### config.mk
export PLATFORM = sky130hd
export DESIGN_NAME = ram_access_arbiter
export DESIGN_NICKNAME = d
export VERILOG_FILES = /design/src/rtl/lc3_mem_pkg.sv /design/src/rtl/rr_arbiter2.sv /design/src/rtl/ram_access_arbiter.sv
export SDC_FILE = /design/constraint.sdc
export NUM_CORES = 1
export LEC_CHECK = 0
export ABC_AREA = 1
export CAP_MARGIN = 10
export CORE_ASPECT_RATIO = 0.9
export CORE_MARGIN = 10
export CORE_UTILIZATION = 40
export CTS_CLUSTER_DIAMETER = 80
export DETAILED_ROUTE_END_ITERATION = 7
export PLACE_DENSITY = 0.75
export SYNTH_ARGS = -nofsm -noshare
export SYNTH_HDL_FRONTEND = slang
export SYNTH_SLANG_ARGS = --single-unit
### constraint.sdc
create_clock -name clock -period 2.9 [get_ports clock]
set_input_delay 0.29 -clock clock [delete_from_list [all_inputs] [get_ports clock]]
set_output_delay 0.29 -clock clock [all_outputs]
set_load 0.005 [all_outputs]
### src/rtl/lc3_mem_pkg.sv
// Shared types and constants for the LC-3 memory subsystem.
package lc3_mem_pkg;

    typedef enum logic [1:0] {
        ST_IDLE   = 2'd0,
        ST_ACCESS = 2'd1,
        ST_WAIT   = 2'd2,
        ST_DONE   = 2'd3
    } state_t;

    localparam logic PORT_CPU = 1'b0;
    localparam logic PORT_DMA = 1'b1;

    localparam int DEFAULT_ADDR_WIDTH = 16;
    localparam int DEFAULT_DATA_WIDTH = 16;

    // One-hot grant vector for a port ID.
    function automatic logic [1:0] port_onehot(input logic port);
        return port ? 2'b10 : 2'b01;
    endfunction

endpackage

### src/rtl/rr_arbiter2.sv
// Combinational two-way round-robin pick.
module rr_arbiter2
    import lc3_mem_pkg::*;
(
    input  logic [1:0] req,
    input  logic       last_grant,
    output logic [1:0] grant
);

    // A lone request wins outright; on a tie the port that did not win last time goes.
    always_comb begin
        grant = 2'b00;
        case (req)
            2'b01:   grant = port_onehot(PORT_CPU);
            2'b10:   grant = port_onehot(PORT_DMA);
            2'b11:   grant = port_onehot(~last_grant);
            default: grant = 2'b00;
        endcase
    end

endmodule

### src/rtl/ram_access_arbiter.sv
// Shares one RAM between the CPU port (0) and the loader/DMA port (1).
module ram_access_arbiter
    import lc3_mem_pkg::*;
#(
    parameter int ADDR_WIDTH  = DEFAULT_ADDR_WIDTH,
    parameter int DATA_WIDTH  = DEFAULT_DATA_WIDTH,
    parameter int RAM_LATENCY = 1
) (
    input  logic                  clock,
    input  logic                  reset,
    input  logic                  p0_req,
    input  logic                  p0_write,
    input  logic [ADDR_WIDTH-1:0] p0_addr,
    input  logic [DATA_WIDTH-1:0] p0_wdata,
    output logic                  p0_ack,
    output logic [DATA_WIDTH-1:0] p0_rdata,
    input  logic                  p1_req,
    input  logic                  p1_write,
    input  logic [ADDR_WIDTH-1:0] p1_addr,
    input  logic [DATA_WIDTH-1:0] p1_wdata,
    output logic                  p1_ack,
    output logic [DATA_WIDTH-1:0] p1_rdata,
    output logic                  ram_read,
    output logic                  ram_write,
    output logic [ADDR_WIDTH-1:0] ram_address,
    output logic [DATA_WIDTH-1:0] ram_in_data,
    input  logic [DATA_WIDTH-1:0] ram_out_data,
    output logic [1:0]            grant
);

    localparam int               CNT_W     = (RAM_LATENCY > 1) ? $clog2(RAM_LATENCY) : 1;
    localparam logic [CNT_W-1:0] WAIT_LOAD = CNT_W'(RAM_LATENCY - 1);

    state_t                state_q, state_d;
    logic                  last_grant_q, last_grant_d;
    logic [CNT_W-1:0]      wait_cnt_q, wait_cnt_d;
    logic [1:0]            pick, grant_d;
    logic                  ram_read_d, ram_write_d;
    logic [ADDR_WIDTH-1:0] ram_address_d;
    logic [DATA_WIDTH-1:0] ram_in_data_d;
    logic                  p0_ack_d, p1_ack_d;
    logic [DATA_WIDTH-1:0] p0_rdata_d, p1_rdata_d;
    logic                  sel_port, sel_write, owner;

    rr_arbiter2 u_rr (
        .req        ({p1_req, p0_req}),
        .last_grant (last_grant_q),
        .grant      (pick)
    );

    // State and every output are registers; reset aborts any transfer without an ack.
    always_ff @(posedge clock or posedge reset) begin
        if (reset) begin
            state_q      <= ST_IDLE;
            last_grant_q <= PORT_DMA;
            wait_cnt_q   <= '0;
            grant        <= 2'b00;
            ram_read     <= 1'b0;
            ram_write    <= 1'b0;
            ram_address  <= '0;
            ram_in_data  <= '0;
            p0_ack       <= 1'b0;
            p1_ack       <= 1'b0;
            p0_rdata     <= '0;
            p1_rdata     <= '0;
        end else begin
            state_q      <= state_d;
            last_grant_q <= last_grant_d;
            wait_cnt_q   <= wait_cnt_d;
            grant        <= grant_d;
            ram_read     <= ram_read_d;
            ram_write    <= ram_write_d;
            ram_address  <= ram_address_d;
            ram_in_data  <= ram_in_data_d;
            p0_ack       <= p0_ack_d;
            p1_ack       <= p1_ack_d;
            p0_rdata     <= p0_rdata_d;
            p1_rdata     <= p1_rdata_d;
        end
    end

    // Next-state logic: arbitrate in IDLE, pulse the strobe once, wait out the RAM, ack.
    always_comb begin
        state_d       = state_q;
        last_grant_d  = last_grant_q;
        wait_cnt_d    = wait_cnt_q;
        grant_d       = grant;
        ram_read_d    = ram_read;
        ram_write_d   = ram_write;
        ram_address_d = ram_address;
        ram_in_data_d = ram_in_data;
        p0_ack_d      = 1'b0;
        p1_ack_d      = 1'b0;
        p0_rdata_d    = p0_rdata;
        p1_rdata_d    = p1_rdata;
        sel_port      = pick[1] ? PORT_DMA : PORT_CPU;
        sel_write     = sel_port ? p1_write : p0_write;
        owner         = grant[1] ? PORT_DMA : PORT_CPU;

        case (state_q)
            ST_IDLE: begin
                if (pick != 2'b00) begin
                    grant_d       = pick;
                    last_grant_d  = sel_port;
                    ram_address_d = sel_port ? p1_addr : p0_addr;
                    ram_in_data_d = sel_port ? p1_wdata : p0_wdata;
                    ram_write_d   = sel_write;
                    ram_read_d    = ~sel_write;
                    state_d       = ST_ACCESS;
                end
            end
            ST_ACCESS: begin
                ram_read_d  = 1'b0;
                ram_write_d = 1'b0;
                if (ram_write) begin
                    p0_ack_d = (owner == PORT_CPU);
                    p1_ack_d = (owner == PORT_DMA);
                    state_d  = ST_DONE;
                end else begin
                    wait_cnt_d = WAIT_LOAD;
                    state_d    = ST_WAIT;
                end
            end
            ST_WAIT: begin
                if (wait_cnt_q == '0) begin
                    if (owner == PORT_DMA) begin
                        p1_rdata_d = ram_out_data;
                        p1_ack_d   = 1'b1;
                    end else begin
                        p0_rdata_d = ram_out_data;
                        p0_ack_d   = 1'b1;
                    end
                    state_d = ST_DONE;
                end else begin
                    wait_cnt_d = wait_cnt_q - CNT_W'(1);
                end
            end
            ST_DONE: begin
                grant_d = 2'b00;
                state_d = ST_IDLE;
            end
            default: begin
                state_d = ST_IDLE;
            end
        endcase
    end

endmodule
* Word-level counts from Yosys, hierarchy flattened
Index checks and enable logic that the tools add are counted.
** Cells by class
- Reductions and logical operators :: 12
- Bitwise gates (word level) :: 3
- $add $sub $neg :: 1
- Mux-type cells :: 28
- Equal/unequal tests :: 9
** Operators by type and width (count)
- $mux W16 :: 2
- $mux W1 :: 14
- $pmux W1 S2 :: 5
- $reduce_and A2 Y1 :: 5
- $eq A2 B2 Y1 const B :: 4
- $mux W2 :: 4
- $pmux W2 S4 :: 1
- $reduce_bool A2 Y1 :: 4
- $ne A2 B2 Y1 const B :: 3
- $pmux W2 S3 :: 1
- $reduce_and A3 Y1 :: 2
- $eq A2 B1 Y1 const B :: 2
- $pmux W2 S2 :: 1
- $not A1 Y1 :: 3
- $logic_not A2 Y1 :: 1
- $sub A1 B1 Y1 const B :: 1
** Word-level totals
- Output and inout bits :: 70
- Register bits :: 74

* Logic depth before layout (Yosys ltp)
- Depth after elaboration :: 7
- Depth in mapped cells :: 7
- Depth with buffers taken out :: 7

* Hierarchy
From an unflattened synthesis, not the netlist that was laid out.
** Second synthesis, totals
- Cell total of the unflattened synthesis :: 426
- Area total of the unflattened synthesis :: 3354.5 µm²
** Modules (own cells, without submodules)
- ram_access_arbiter :: instances 1, cells an instance 421, area each 3333.2 µm²
- rr_arbiter2 :: instances 1, cells an instance 5, area each 21.3 µm²

* Worst setup path before layout
OpenSTA, ideal clock, no wires.
- Kind :: register -> register
- Start point :: register state_q[1]
- End point :: register ram_address[15]
- Setup time :: 117 ps
- Cell stages (with the launch flop) :: 8
- Arrival :: 1243 ps
- Period minus slack after synthesis :: 1361 ps
- Path slack :: 1539 ps
- Cell sequence :: dfrtp_1 > inv_1 > ha_1 > o21ai_2 > buf_4 > buf_6 > nand2_1 > nand2_1
** Between the ends
- Word-level cells in the longest chain between the ends :: 2
** Ends and longest elaborated chain
- from (decl) :: line ram_access_arbiter.sv:34 : state_t state_q, state_d;
- from (signal assigned) :: line ram_access_arbiter.sv:67 : state_q <= state_d;
- $logic_not A2 Y1 :: line ram_access_arbiter.sv:100 : case (state_q)
- $reduce_and A2 Y1 (no source line)
- to (signal assigned) :: line ram_access_arbiter.sv:73 : ram_address <= ram_address_d;
- to (decl) :: line ram_access_arbiter.sv:25 : output logic [ADDR_WIDTH-1:0] ram_address,
Every way passes these cells.
A chain may end at the register's enable or synchronous reset.

* Worst setup path in the final report
- Start point :: register state_q[1]
- End point :: register ram_address[12]
Same word-level chain as after synthesis.

==> flow_summary.yaml <==
route:
  wl_per_cell_um: 16.29
  vias_per_cell: 4.688
  drt_wl_total_mm: 11.37
  drtPass1Iterations: 5
  vias: 3272
  drc: 0
  drt-initial-drc-count: 281
  ant_nets: 0
critical_path:
  r2r-end: "ram_address[12]$_DFFE_PP0P_"
  critPathMaxFanout: 32
  endpoint_kind: "register"
  required_ns: 3.18
  startpoint_type: "register"
  worst_r2r_path_depth: 6
  arrival_ns: 2.19
  path_class: "register to register"
  reg2reg_slack_ns: 0.99
  worstReg2RegStart: "state_q[1]$_DFFE_PP0P_"
cts:
  clk_pin_slew_ns: 0.08
  worstSkewPairLatency_ns: 0.35
  cts_root_buf: "clkbuf_8"
  cts_buffers: 9
  cts_buffer_depth: 2
  cts.repair.resized: 0
  postCtsSetupBuffers: 0
  cts_tree: "built"
  htree_levels: 3
  ctsHoldBuffers: 0
  cts_sinks: 73
logic_synthesis:
  synth.avg_cell_area_um2: 8.811
  yosys_register_bits: 73
  synth_area_um2: 3754
  ys.warnings.count: 0
  yosysSeqAreaShare_pct: 48.70
  syn-num-nets: 518
  synthDistinctLibCells: 23
  synth_cells: 426
timing:
  rsz0062_at_grt: "false"
  fmax_mhz: 523.4
  slew_violations: 0
  setup_viol: 0
  fin_setup_tns_ns: 0
  fin_skew_ns: 0.01277
  hold_viol_final: 0
  tightest_slew_ns: 0.9635
  fin_crit_sh_pct: 65.89
  slew_headroom_pct: 35.61
  period_minus_slack_ns: 1.911
place:
  dpl.hpwl_mm: 8.246
  gp_congestion: 0.8171
  dp.cells: 682
  port_buffers: 155
die:
  boundaryPins: 156
  fp.dieH_um: 111.9
  core_area_um2: 9125
  start_util_pct: 41.14
  die_w_um: 122.1
  die_area_um2: 13660
  placementRows: 33
grt:
  use_met3_pct: 4.697
  antenna_found_initial: 0
  grt_pass1_vias: 3335
  overflow: 0
  grt_max_degree: 74
  met1_usage_pct: 18.85
  grt_pass1_wl_mm: 18.13
  grt_busiest_layer: "met2"
  grt_use_total_pct: 16.44
  gr-usage-met2_pct: 29.56
power_and_ir_drop:
  pwr_density_cell_nw_per_um2: 913.0
  power.leakage_nw: 2.635
  p_total_w: 0.005021
  ir_drop_uv: 450.9
final_layout:
  diodes: 0
  final_cell_mix: "clkdlybuf4s50_1 (155), nand2_1 (114), dfrtp_1 (72)"
  final_cells: 698
  layout_commonest_cell: "clkdlybuf4s50_1"
  nFillCells: 777
  drive_above_1_share_pct: 13.02
  areaGrowthSynthToFinish_pct: 46.50
  num-nets-final: 663
outcome:
  status: "complete, no violations"
run:
  max_cap_viol_count: 0
worst_hold_path:
  hold_path.class: "input pin to asynchronous set/reset pin"
==> layer usage <==
layer | up-vias | share of wire [%]
li1 | 1612 | -
met1 | 1568 | 40
met2 | 88 | 54
met3 | 4 | 5.7
met4 | 0 | 0.53
met5 | - | 0
==> sequential cells by signal, indices dropped and copies added (netlist names) <==
| name | count |
|---|---|
| grant | 2 |
| last_grant_q | 1 |
| p0_ack | 1 |
| p0_rdata | 16 |
| p1_ack | 1 |
| p1_rdata | 16 |
| ram_address | 16 |
| ram_in_data | 16 |
| ram_read | 1 |
| ram_write | 1 |
| state_q | 2 |
==> layout make-up <==
class | instances | area, um2 | area share, %
clock buffer | 10 | 137.6 | 2.503
clock inverter | 6 | 65.06 | 1.183
inverter | 60 | 225.2 | 4.096
multi-input combinational | 269 | 1504 | 27.35
sequential | 73 | 1828 | 33.24
tap | 122 | 152.6 | 2.776
timing repair buffer | 158 | 1587 | 28.85
==> report_power, final <==
part,switching (W),internal (W)
clock network,0.000397,0.000422
logic,0.00113,0.00127
registers,0.000277,0.00153
==> stage by stage <==
stage | hold WS (ns) | cell area [um2] | util (%) | setup WS, ns
after global placement | 0.4610 | 5296 | 58.04 | 0.8867
after global routing | 0.3695 | 5499 | 60.26 | 0.8373
after floorplan | 0.4486 | 3754 | - | 0.7584
after detailed placement | 0.4636 | 5296 | 58.04 | 0.8506
final | 0.3380 | 5499 | 60.26 | 0.9893
after CTS | 0.3524 | 5499 | 60.26 | 0.9910
==> cell families (layout without fill, tap and decap cells) <==
logic type                 count (synthesis)  count (layout)  share of synthesized area [%]
buffers and inverters                     84             234                          11.43
adders and majority gates                  6               6                          2.000
AOI/OAI and AO/OA                         41              41                          5.567
DFF                                       73              73                          48.70
and+or+nand+nor                          222             222                          32.30
==> critical path, stage by stage, from the launching register on <==
cell	delay [ns]
dfrtp_1	0.41
inv_1	0.16
ha_1	0.35
o21ai_4	0.10
inv_2	0.53
nand3_1	0.19
nand2_1	0.10
==> worst max path at each step <==
stage	from	end	slack, ns	depth (start not counted)
detailed placement	p0_req	ram_read$_DFFE_PP0P_	0.85	7
global route	state_q[0]$_DFFE_PP0P_	p0_rdata[0]$_DFFE_PP0P_	0.84	4
global placement	p1_req	ram_read$_DFFE_PP0P_	0.89	7
finish	state_q[1]$_DFFE_PP0P_	ram_address[12]$_DFFE_PP0P_	0.99	6
floorplan	reset	grant[0]$_DFFE_PP0P_	0.76	1
CTS	state_q[0]$_DFFE_PP0P_	p0_rdata[14]$_DFFE_PP0P_	0.99	4
==> cell usage after synthesis (all sizes together) <==
cell type	instances	area, um2
dfstp	1	26.28
nor2	3	11.26
nand2	145	640.6
nand3b	33	247.7
ha	6	75.07
o21ai	39	198.9
clkbuf	4	15.01
dfrtp	72	1802
nand3	39	300.3
a21oi	2	10.01
buf	20	188.9
inv	60	225.2
nand4	2	12.51
(Power assumes the default switching activity.)
